`src/rtl/bp_be_pkg.sv`:
```
// Shared FP back-end definitions: divide-controller states, rounding-mode and
// fflags encodings, and canonical NaN values.
package bp_be_pkg;

    typedef enum logic [2:0] {
        E_DIV_IDLE,
        E_DIV_ISSUE,
        E_DIV_BUSY,
        E_DIV_DONE,
        E_DIV_DRAIN
    } bp_be_fp_div_state_e;

    localparam logic [2:0] e_dyn = 3'b111;

    localparam int unsigned fflag_nv_lp = 4;
    localparam int unsigned fflag_dz_lp = 3;
    localparam int unsigned fflag_of_lp = 2;
    localparam int unsigned fflag_uf_lp = 1;
    localparam int unsigned fflag_nx_lp = 0;

    localparam logic [63:0] canonical_nan_dp_lp = 64'h7FF8_0000_0000_0000;
    // Single-precision NaN is NaN-boxed into the upper word.
    localparam logic [63:0] canonical_nan_sp_lp = 64'hFFFF_FFFF_7FC0_0000;

endpackage

```
`src/rtl/bp_be_fp_rm_resolve.sv`:
```
// Resolves the dynamic rounding mode against the CSR value and flags the
// reserved encodings (5, 6, 7) as illegal.
module bp_be_fp_rm_resolve
    import bp_be_pkg::*;
(
    input  logic [2:0] rm_i,
    input  logic [2:0] frm_i,
    output logic [2:0] rm_o,
    output logic       illegal_o
);

    assign rm_o      = (rm_i == e_dyn) ? frm_i : rm_i;
    assign illegal_o = (rm_o >= 3'd5);

endmodule

```
`src/rtl/bp_be_fp_div_ctrl.sv`:
```
// Sequencer for the shared FP divide/sqrt unit: accept, issue, wait, hold for
// writeback, sticky fflags. Optional watchdog: BP_BE_FP_DIV_CTRL_TIMEOUT_EN.
module bp_be_fp_div_ctrl
    import bp_be_pkg::*;
#(
    parameter int reg_data_width_p = 64,
    parameter int rd_addr_width_p  = 5,
    parameter int timeout_p        = 128
) (
    input  logic                        clk_i,
    input  logic                        reset_i,
    input  logic                        v_i,
    output logic                        ready_o,
    input  logic                        sqrt_i,
    input  logic                        dp_i,
    input  logic [2:0]                  rm_i,
    input  logic [2:0]                  frm_i,
    input  logic [reg_data_width_p-1:0] rs1_i,
    input  logic [reg_data_width_p-1:0] rs2_i,
    input  logic [rd_addr_width_p-1:0]  rd_i,
    input  logic                        flush_i,
    output logic                        unit_v_o,
    input  logic                        unit_ready_i,
    output logic                        unit_sqrt_o,
    output logic                        unit_dp_o,
    output logic [2:0]                  unit_rm_o,
    output logic [reg_data_width_p-1:0] unit_a_o,
    output logic [reg_data_width_p-1:0] unit_b_o,
    input  logic                        unit_v_i,
    input  logic [reg_data_width_p-1:0] unit_data_i,
    input  logic [4:0]                  unit_eflags_i,
    output logic                        v_o,
    input  logic                        yumi_i,
    output logic [reg_data_width_p-1:0] data_o,
    output logic [rd_addr_width_p-1:0]  rd_o,
    output logic                        illegal_o,
    output logic [4:0]                  fflags_o,
    input  logic                        fflags_clr_i
);

    bp_be_fp_div_state_e state_q, state_d;

    logic                        sqrt_q, dp_q, illegal_q;
    logic [2:0]                  rm_q;
    logic [reg_data_width_p-1:0] a_q, b_q;
    logic [rd_addr_width_p-1:0]  rd_q;
    logic [reg_data_width_p-1:0] data_q, data_d;
    logic [4:0]                  eflags_q, eflags_d;
    logic [4:0]                  fflags_q, fflags_d;

    logic [2:0] rm_res;
    logic       rm_illegal;
    logic       accept;
    logic       timeout;

    bp_be_fp_rm_resolve rm_resolve (
        .rm_i      (rm_i),
        .frm_i     (frm_i),
        .rm_o      (rm_res),
        .illegal_o (rm_illegal)
    );

    // A flush in IDLE kills a same-cycle request.
    assign accept = v_i & (state_q == E_DIV_IDLE) & ~flush_i;

`ifdef BP_BE_FP_DIV_CTRL_TIMEOUT_EN
    logic [7:0] cnt_q, cnt_d;

    assign timeout = (cnt_q == 8'(timeout_p - 1));

    // Restarts from zero on every state change, so entering BUSY or DRAIN
    // always begins a fresh count.
    always_comb begin
        cnt_d = '0;
        if ((state_q == E_DIV_BUSY || state_q == E_DIV_DRAIN) && state_d == state_q)
            cnt_d = (cnt_q == 8'hFF) ? cnt_q : cnt_q + 8'd1;
    end

    always_ff @(posedge clk_i) begin
        if (reset_i) cnt_q <= '0;
        else         cnt_q <= cnt_d;
    end
`else
    // No watchdog: timeout_p is non-negative, so this never fires.
    assign timeout = (timeout_p < 0);
`endif

    always_comb begin
        state_d  = state_q;
        data_d   = data_q;
        eflags_d = eflags_q;
        fflags_d = fflags_q;
        unique case (state_q)
            E_DIV_IDLE: begin
                if (accept) begin
                    state_d  = rm_illegal ? E_DIV_DONE : E_DIV_ISSUE;
                    data_d   = '0;
                    eflags_d = '0;
                end
            end
            E_DIV_ISSUE: begin
                if (flush_i)           state_d = E_DIV_IDLE;
                else if (unit_ready_i) state_d = E_DIV_BUSY;
            end
            E_DIV_BUSY: begin
                // A result landing on the flush cycle needs no drain.
                if (unit_v_i) begin
                    if (flush_i) begin
                        state_d = E_DIV_IDLE;
                    end else begin
                        state_d  = E_DIV_DONE;
                        data_d   = unit_data_i;
                        eflags_d = unit_eflags_i;
                    end
                end else if (flush_i) begin
                    state_d = E_DIV_DRAIN;
                end else if (timeout) begin
                    state_d  = E_DIV_DONE;
                    data_d   = dp_q ? reg_data_width_p'(canonical_nan_dp_lp)
                                    : reg_data_width_p'(canonical_nan_sp_lp);
                    eflags_d = '0;
                    eflags_d[fflag_nv_lp] = 1'b1;
                end
            end
            E_DIV_DRAIN: begin
                if (unit_v_i || timeout) state_d = E_DIV_IDLE;
            end
            E_DIV_DONE: begin
                if (flush_i) begin
                    state_d = E_DIV_IDLE;
                end else if (yumi_i) begin
                    state_d = E_DIV_IDLE;
                    if (!illegal_q) fflags_d = fflags_q | eflags_q;
                end
            end
            default: state_d = E_DIV_IDLE;
        endcase
        if (fflags_clr_i) fflags_d = '0;
    end

    always_ff @(posedge clk_i) begin
        if (reset_i) begin
            state_q   <= E_DIV_IDLE;
            sqrt_q    <= 1'b0;
            dp_q      <= 1'b0;
            illegal_q <= 1'b0;
            rm_q      <= '0;
            a_q       <= '0;
            b_q       <= '0;
            rd_q      <= '0;
            data_q    <= '0;
            eflags_q  <= '0;
            fflags_q  <= '0;
        end else begin
            state_q  <= state_d;
            data_q   <= data_d;
            eflags_q <= eflags_d;
            fflags_q <= fflags_d;
            if (accept) begin
                sqrt_q    <= sqrt_i;
                dp_q      <= dp_i;
                illegal_q <= rm_illegal;
                rm_q      <= rm_res;
                a_q       <= rs1_i;
                b_q       <= rs2_i;
                rd_q      <= rd_i;
            end
        end
    end

    assign ready_o     = (state_q == E_DIV_IDLE);
    assign unit_v_o    = (state_q == E_DIV_ISSUE) & ~flush_i;
    assign unit_sqrt_o = sqrt_q;
    assign unit_dp_o   = dp_q;
    assign unit_rm_o   = rm_q;
    assign unit_a_o    = a_q;
    assign unit_b_o    = b_q;
    assign v_o         = (state_q == E_DIV_DONE);
    assign data_o      = data_q;
    assign rd_o        = rd_q;
    assign illegal_o   = v_o & illegal_q;
    assign fflags_o    = fflags_q;

endmodule

```
`config.mk`:
```
export PLATFORM = sky130hd
export DESIGN_NAME = bp_be_fp_div_ctrl
export DESIGN_NICKNAME = d
export VERILOG_FILES = /design/src/rtl/bp_be_pkg.sv /design/src/rtl/bp_be_fp_rm_resolve.sv /design/src/rtl/bp_be_fp_div_ctrl.sv
export SDC_FILE = /design/constraint.sdc
export NUM_CORES = 1
export LEC_CHECK = 0
export CORE_AREA = 2 2 166 168
export CTS_CLUSTER_SIZE = 14
export DETAILED_ROUTE_END_ITERATION = 8
export DIE_AREA = 0 0 168 170
export HOLD_SLACK_MARGIN = 0.15
export PLACE_DENSITY = 0.65
export RECOVER_POWER = 25
export SLEW_MARGIN = 20
export SYNTH_ARGS = -nofsm -noshare
export SYNTH_HDL_FRONTEND = slang
export SYNTH_SLANG_ARGS = --single-unit
```
`constraint.sdc`:
```
create_clock -name clk_i -period 1.8 [get_ports clk_i]
set_input_delay 0.36 -clock clk_i [delete_from_list [all_inputs] [get_ports clk_i]]
set_output_delay 0.36 -clock clk_i [all_outputs]
set_load 0.01 [all_outputs]
```
==> impl_metrics.sql, run 1 <==
INSERT INTO impl_metrics (metric_group, metric, value, unit) VALUES
('placed_design', 'placed_cell_count', '1715', ''),
('clock_tree', 'cts-buffers-inserted', '25', ''),
('grt', 'residual_overflow_from_global_routing', '0', ''),
('synth', 'postSynthAreaPerCell', '7.957', 'sq um'),
('worst_setup_path', 'timing.critical_path.cells', 'clkdlybuf4s50_1', ''),
('worst_setup_path', 'timing.setup.critical_path_class', 'flop to output port', ''),
('synth', 'ys_ff_latch', '216', ''),
('worst_setup_path', 'crit_buf_inv', '1', ''),
('hold_path', 'min-delay-path-class', 'input pin to flop', ''),
('timing', 'clock-skew-final', '0.02396', 'ns'),
('routing', 'first_pass_iters', '4', ''),
('grt', 'grt_pass1_vias', '7757', ''),
('die', 'initial_utilization', '28.99', '%'),
('timing', 'setup_violations', '0', ''),
('cells_and_area', 'final_util', '49.71', '%'),
('placed_design', 'numPortBuffers', '428', ''),
('synth', 'synth_largest_area_cell', 'sky130_fd_sc_hd__dfxtp_1', ''),
('die', 'boundaryPins', '429', ''),
('timing', 'final.period_utilization', '97.83', '%'),
('clock_tree', 'ctsHtreeMaxLevel', '1', ''),
('hold_path', 'timing.hold.worst_path_depth', '2', ''),
('synth', 'cell_with_the_most_instances_after_synthesis', 'sky130_fd_sc_hd__nand2_1', ''),
('routing', 'postRouteAntennaNets', '0', ''),
('clock_tree', 'clk_root_buf', 'sky130_fd_sc_hd__clkbuf_16', ''),
('clock_tree', 'clk_pin_slew_worst_paths', '0.06', 'ns'),
('synth', 'synth-edff-count', '0', ''),
('worst_setup_path', 'reg2regPathDepth', '6', ''),
('placed_design', 'post_place_instance_area', '0.01270', 'sq mm'),
('synth', 'number_of_synthesis_warnings', '0', ''),
('power_and_ir_drop', 'power_per_cell_area', '879.8', 'mW/mm^2'),
('timing', 'max_slew_margin', '72.55', '%'),
('status', 'status', 'finished clean', ''),
('worst_setup_path', 'worstSetupPathDepth', '1', ''),
('synth', 'synth_top_cell_area_share', '55.97', '%'),
('power_and_ir_drop', 'finalPower', '11.66', 'mW'),
('clock_tree', 'clock_insertion_delay_worst_skew', '0.51', 'ns'),
('worst_setup_path', 'worst-endpoint-required', '1.44', 'ns'),
('synth', 'synth.area.top_cells', 'sky130_fd_sc_hd__dfxtp_1 56%, sky130_fd_sc_hd__nand2_1 17%, sky130_fd_sc_hd__a21oi_1 14%', ''),
('timing', 'max_freq', '567.9', 'MHz'),
('routing', 'routed_wl', '27880', 'um'),
('cells_and_area', 'design_area', '0.01325', 'sq mm'),
('timing', 'tightestPinTransition', '0.4117', 'ns'),
('worst_setup_path', 'critical_path.max_stage_delay', '0.57', 'ns'),
('worst_setup_path', 'crit_path_end_kind', 'output port', ''),
('worst_setup_path', 'arrival_time_reported_for_the_critical_path_endpoint', '1.40', 'ns'),
('worst_setup_path', 'critPathTopFamily', 'buffers and inverters', ''),
('cells_and_area', 'final_cell_count_no_fill', '1765', ''),
('routing', 'drc', '0', ''),
('synth', 'synth_cells', '971', ''),
('synth', 'postSynth.topFlopCell', 'sky130_fd_sc_hd__dfxtp_1', ''),
('grt', 'antenna_found_initial', '4', ''),
('grt', 'first_pass_grt_wire_length', '42340', 'um'),
('synth', 'yosysSeqAreaShare', '55.97', '%'),
('grt', 'grt_max_degree', '65', ''),
('placed_design', 'post_detail_place_hpwl', '20270', 'um'),
('worst_setup_path', 'slowest_stage', 'sky130_fd_sc_hd__clkdlybuf4s50_1', ''),
('routing', 'viasPerCell', '4.591', ''),
('timing', 'hold_violations', '0', ''),
('routing', 'post_drt_wl_per_cell', '15.79', 'um'),
('die', 'die-height', '170', 'um'),
('worst_setup_path', 'cp-start-kind', 'flop', ''),
('synth', 'netlist_area', '0.007726', 'sq mm'),
('synth', 'async_reset_ff_share', '0', '%'),
('synth', 'synthTopCellsByCount', '347 x sky130_fd_sc_hd__nand2_1, 216 x sky130_fd_sc_hd__a21oi_1, 216 x sky130_fd_sc_hd__dfxtp_1', ''),
('power_and_ir_drop', 'power.ir.vdd_worst', '0.0005179', 'V'),
('cells_and_area', 'nNetsFinal', '1623', ''),
('routing', 'total_number_of_vias', '8103', ''),
('die', 'floorplan.die.width', '168', 'um'),
('clock_tree', 'clock_sink_count', '216', ''),
('cells_and_area', 'synthToLayoutAreaGrowth', '71.48', '%'),
('timing', 'final-max-slew-violation-count', '0', '');
[power by group]
group          internal [mW]  total, mW  switching [mW]
Combinational          0.914       1.62           0.709
Clock                   3.05       4.99            1.94
Sequential              4.95       5.04          0.0893
[cells by family after synthesis]
kind of cell,count (synthesis),share of synthesized area (%)
and+or+nand+nor,448,24.11
DFF,216,55.97
buffers and inverters,82,5.101
AOI/OAI and AO/OA,224,14.69
muxes,1,0.1296
[cell type report]
class                   count  area, sq um
clock inverters             3        43.79
repair buffers            489         4633
clock buffers              40        772.0
diodes                      3        7.507
fillers                  2579        13400
flip-flops and latches    216         4335
multi-input cells         673         3030
well taps                 341        426.7
[per-layer routing]
metal	global-route usage [%]	vias to the layer above	routed length, um
met5	0	-	13
met4	6.314	2	801
met3	5.698	50	2326
met2	32.54	298	13590
met1	20.99	3684	11150
li1	-	4069	-
[registers in the layout (all words and copies together), names as in the netlist]
name / count
data_o: 64
eflags_q: 5
fflags_o: 5
illegal_q: 1
rd_o: 5
state_q: 3
unit_a_o: 64
unit_b_o: 64
unit_dp_o: 1
unit_rm_o: 3
unit_sqrt_o: 1
[worst reg2reg max path, cell delays in order (launching register included)]
cell	delay, ns
sky130_fd_sc_hd__dfxtp_4	0.37
sky130_fd_sc_hd__buf_4	0.14
sky130_fd_sc_hd__mux2i_1	0.12
sky130_fd_sc_hd__or4_1	0.48
sky130_fd_sc_hd__buf_12	0.23
sky130_fd_sc_hd__nand2_1	0.15
sky130_fd_sc_hd__a21oi_1	0.06
[stage by stage]
step           setup TNS, ns  setup slack, ns
2_1_floorplan              0           0.2848
3_3_place_gp          -34.88          -0.2802
3_5_place_dp          -39.31          -0.3035
4_1_cts                    0         0.002187
5_1_grt             -0.01353        -0.004946
6_report                   0          0.03902
[worst paths after layout]
path	startpoint	to	slack, ns
worst max-delay path	unit_b_o[26]	unit_b_o[26]	0.04
worst min register to register	data_o[26]	data_o[26]	0.45
worst min-delay path	reset_i	unit_a_o[33]	0.18
worst max register to register	state_q[1]	data_o[59]	0.10
[placed cells by master (no fill, tap or decap), drive strengths merged, types with 3 or more instances in the layout]
cell type | Yosys | final
diode | 0 | 3
nor4 | 3 | 3
nand3b | 3 | 3
clkdlybuf4s25 | 0 | 19
nand2 | 347 | 347
nor3 | 9 | 9
buf | 43 | 63
clkdlybuf4s50 | 0 | 348
o211ai | 3 | 3
dfxtp | 216 | 216
nand3 | 71 | 71
dlygate4sd2 | 0 | 15
clkbuf | 39 | 83
a21oi | 216 | 216
nor2b | 4 | 4
[timing repair]
item                       CTS  global route
setup buffers                4             0
setup endpoints to repair   26            59
resized for setup           41            59
hold buffers                 0             0
Note: power is estimated with default switching activity, not from simulation.
==> inputs of run 2 (changes only) <==
CORE_AREA = unset   (was 2 2 166 168)
CORE_ASPECT_RATIO = 0.5   (was unset)
CORE_UTILIZATION = 35   (was unset)
DIE_AREA = unset   (was 0 0 168 170)
PLACE_DENSITY = 0.76   (was 0.65)
==> run 2 against run 1 <==
  * Via count decreased by 0.28%
  * Clock-buffer cell count decreased by 7
  * Global-route usage increased by 4.1 points
  * Setup slack about the same
  * Cell count decreased by 4.7%
  * Design area decreased by 3.0%
  * Sequential cell count unchanged
  * Total power decreased by 7.9%
  * Die area decreased by 20%
==> impl_metrics.sql, run 2 (synthesis results as in run 1) <==
INSERT INTO impl_metrics (metric_group, metric, value, unit) VALUES
('clock_tree', 'postCtsResizedCells', '35', ''),
('grt', 'grt_pass1_vias', '7818', ''),
('die', 'number_of_placement_rows', '37', ''),
('timing', 'layout_setup_ws', '0.03922', 'ns'),
('timing', 'setup_violations', '0', ''),
('die', 'floorplan.die.width', '212.1', 'um'),
('cells_and_area', 'layout.cells.most_common_list', '373 x sky130_fd_sc_hd__clkdlybuf4s50_1, 347 x sky130_fd_sc_hd__nand2_1, 216 x sky130_fd_sc_hd__a21oi_1', ''),
('worst_setup_path', 'crit_buf_inv', '1', ''),
('timing', 'fin_worst_hold_slack', '0.3283', 'ns'),
('power_and_ir_drop', 'power.ir.vdd_worst', '0.0005666', 'V'),
('placed_design', 'gp_congestion', '0.8845', ''),
('cells_and_area', 'insertedDiodeCount', '0', ''),
('power_and_ir_drop', 'power.static_leakage', '4.520', 'nW'),
('die', 'die_area', '0.02271', 'sq mm'),
('timing', 'max_freq', '567.9', 'MHz'),
('grt', 'residual_overflow_from_global_routing', '0', ''),
('power_and_ir_drop', 'swShare', '24.09', '%'),
('grt', 'first_pass_grt_wire_length', '40830', 'um'),
('cells_and_area', 'synthToLayoutAreaGrowth', '66.35', '%'),
('timing', 'period_minus_slack', '1.761', 'ns'),
('worst_setup_path', 'worst-endpoint-required', '1.44', 'ns'),
('worst_setup_path', 'reg2regPathDepth', '5', ''),
('cells_and_area', 'nNetsFinal', '1595', ''),
('worst_setup_path', 'setup.reg_to_reg.worst_slack', '0.13', 'ns'),
('clock_tree', 'clock_insertion_delay_worst_skew', '0.50', 'ns'),
('power_and_ir_drop', 'power.switching', '2.588', 'mW'),
('grt', 'antenna_found_initial', '0', ''),
('worst_setup_path', 'arrival_time_reported_for_the_critical_path_endpoint', '1.40', 'ns'),
('cells_and_area', 'fillCellCount', '1852', ''),
('routing', 'first_pass_iters', '5', ''),
('cells_and_area', 'post_route_cells_drive_above_1_share', '5.396', '%'),
('power_and_ir_drop', 'finalPower', '10.74', 'mW'),
('clock_tree', 'tritoncts_clock_tree', 'yes', ''),
('clock_tree', 'cts-buffers-inserted', '21', ''),
('worst_setup_path', 'slowest_stage', 'sky130_fd_sc_hd__clkdlybuf4s50_1', ''),
('placed_design', 'place_worst_setup_slack', '-0.3322', 'ns'),
('routing', 'viasPerCell', '4.804', ''),
('worst_setup_path', 'critical_path.max_stage_delay', '0.56', 'ns'),
('power_and_ir_drop', 'power_per_cell_area', '835.6', 'mW/mm^2'),
('die', 'boundaryPins', '429', ''),
('clock_tree', 'clk_root_buf', 'sky130_fd_sc_hd__clkbuf_16', ''),
('die', 'die-height', '107.1', 'um'),
('worst_setup_path', 'crit_path_end_kind', 'output port', ''),
('timing', 'hold_violations', '0', ''),
('worst_setup_path', 'worst_setup_path_endpoint', 'unit_b_o[54]', ''),
('clock_tree', 'clock_sink_count', '216', ''),
('timing', 'max_slew_margin', '61.27', '%'),
('routing', 'post_drt_wl_per_cell', '16.03', 'um'),
('clock_tree', 'hold_fix_buffers_at_cts', '0', ''),
('worst_setup_path', 'critical_path.reg2reg.endpoint', 'data_o[44]', ''),
('placed_design', 'numPortBuffers', '428', ''),
('die', 'core_area', '0.02106', 'sq mm'),
('worst_setup_path', 'worst-path-max-fanout', '2', ''),
('worst_setup_path', 'timing.critical_path.cells', 'clkdlybuf4s50_1', ''),
('placed_design', 'post_detail_place_hpwl', '19520', 'um'),
('timing', 'final-max-slew-violation-count', '0', ''),
('routing', 'drc', '0', ''),
('hold_path', 'min-delay-path-class', 'input pin to flop', ''),
('timing', 'rsz0062_at_grt', 'false', ''),
('timing', 'tightestPinTransition', '0.5810', 'ns'),
('worst_setup_path', 'timing.setup.critical_path_class', 'flop to output port', ''),
('die', 'initial_utilization', '36.68', '%'),
('clock_tree', 'cts.path.max_buffers', '3', ''),
('worst_setup_path', 'cp-start-kind', 'flop', ''),
('worst_setup_path', 'worstSetupPathDepth', '1', ''),
('flow_run', 'drv.max_cap_violation_count', '0', ''),
('routing', 'routed_wl', '26970', 'um'),
('power_and_ir_drop', 'cellInternalPower', '8.152', 'mW'),
('clock_tree', 'cts_setup_buffers', '0', ''),
('power_and_ir_drop', 'power.clock.fraction', '38.5', '%'),
('grt', 'grt_max_degree', '73', ''),
('routing', 'first_iter_violations', '567', ''),
('routing', 'total_number_of_vias', '8080', ''),
('power_and_ir_drop', 'combPwrFrac', '14.6', '%'),
('timing', 'final.period_utilization', '97.82', '%'),
('status', 'status', 'finished clean', ''),
('routing', 'postRouteAntennaNets', '0', ''),
('clock_tree', 'clk_pin_slew_worst_paths', '0.07', 'ns'),
('worst_setup_path', 'r2r-start', 'state_q[1]', ''),
('grt', 'gr-usage-all-layers', '22.45', '%'),
('worst_setup_path', 'critPathTopFamily', 'buffers and inverters', ''),
('clock_tree', 'ctsHtreeMaxLevel', '1', ''),
('cells_and_area', 'final_util', '61.02', '%'),
('power_and_ir_drop', 'part_of_the_total_power_dissipated_in_sequential_elements', '47.0', '%'),
('worst_setup_path', 'timing.critical_path.from', 'unit_b_o[54]', ''),
('timing', 'tns', '0', 'ns'),
('cells_and_area', 'layout.cells.most_common', 'sky130_fd_sc_hd__clkdlybuf4s50_1', ''),
('timing', 'clock-skew-final', '0.008102', 'ns');
[run 2: cell types whose count changed in the layout (fill, tap and decap cells not counted), moves of 2 or more]
cell	delta
sky130_fd_sc_hd__diode_2	-3
sky130_fd_sc_hd__dlygate4sd2_1	-2
sky130_fd_sc_hd__buf_4	-24
sky130_fd_sc_hd__clkbuf_16	-4
sky130_fd_sc_hd__clkbuf_1	-8
sky130_fd_sc_hd__clkbuf_8	-5
sky130_fd_sc_hd__clkdlybuf4s25_1	-10
sky130_fd_sc_hd__buf_12	-2
sky130_fd_sc_hd__clkdlybuf4s50_1	+25
[run 2: per-stage QoR]
stage          cells  cell area (sq um)
2_1_floorplan    971               7726
3_3_place_gp    1646              12450
3_5_place_dp    1646              12450
4_1_cts         1682              13060
5_1_grt         1682              12850
6_report        1682              12850
[run 2: layout make-up]
type / count / area [sq um] / share of cell area, %
Tap cell: 292 / 365.4 / 2.843
Multi-Input combinational cell: 673 / 3025 / 23.54
Clock buffer: 33 / 610.6 / 4.751
Clock inverter: 3 / 17.52 / 0.1363
Timing Repair Buffer: 465 / 4501 / 35.02
Sequential cell: 216 / 4333 / 33.71
[run 2: worst min path at each step]
stage / from / to / slack (ns) / cells past startpoint
after detailed placement: data_o[13] / data_o[13] / 0.44 / 2
final: reset_i / unit_a_o[59] / 0.33 / 2
after floorplan: eflags_q[0] / eflags_q[0] / 0.43 / 2
after global placement: data_o[32] / data_o[32] / 0.44 / 2
after CTS: reset_i / unit_a_o[59] / 0.32 / 2
after global routing: reset_i / unit_a_o[59] / 0.34 / 2
[run 2: layer usage]
| metal | GRT usage, % | share of wire, % | wire length, um |
|---|---|---|---|
| met5 | 0 | 0 | 0 |
| met4 | 7.867 | 3.2 | 864 |
| met3 | 4.364 | 4.5 | 1217 |
| met2 | 40.26 | 52 | 13930 |
| met1 | 26.77 | 41 | 10960 |
[run 2: power groups by stage]
stage	Clock (mW)	Combinational [mW]	Sequential [mW]
6_report	4.13	1.57	5.04
5_1_grt	4.46	1.69	5.06
4_1_cts	4.24	1.61	5.04
3_5_place_dp	0	1.61	5.15
3_3_place_gp	0	1.59	5.14
2_1_floorplan	0	0.502	5.22
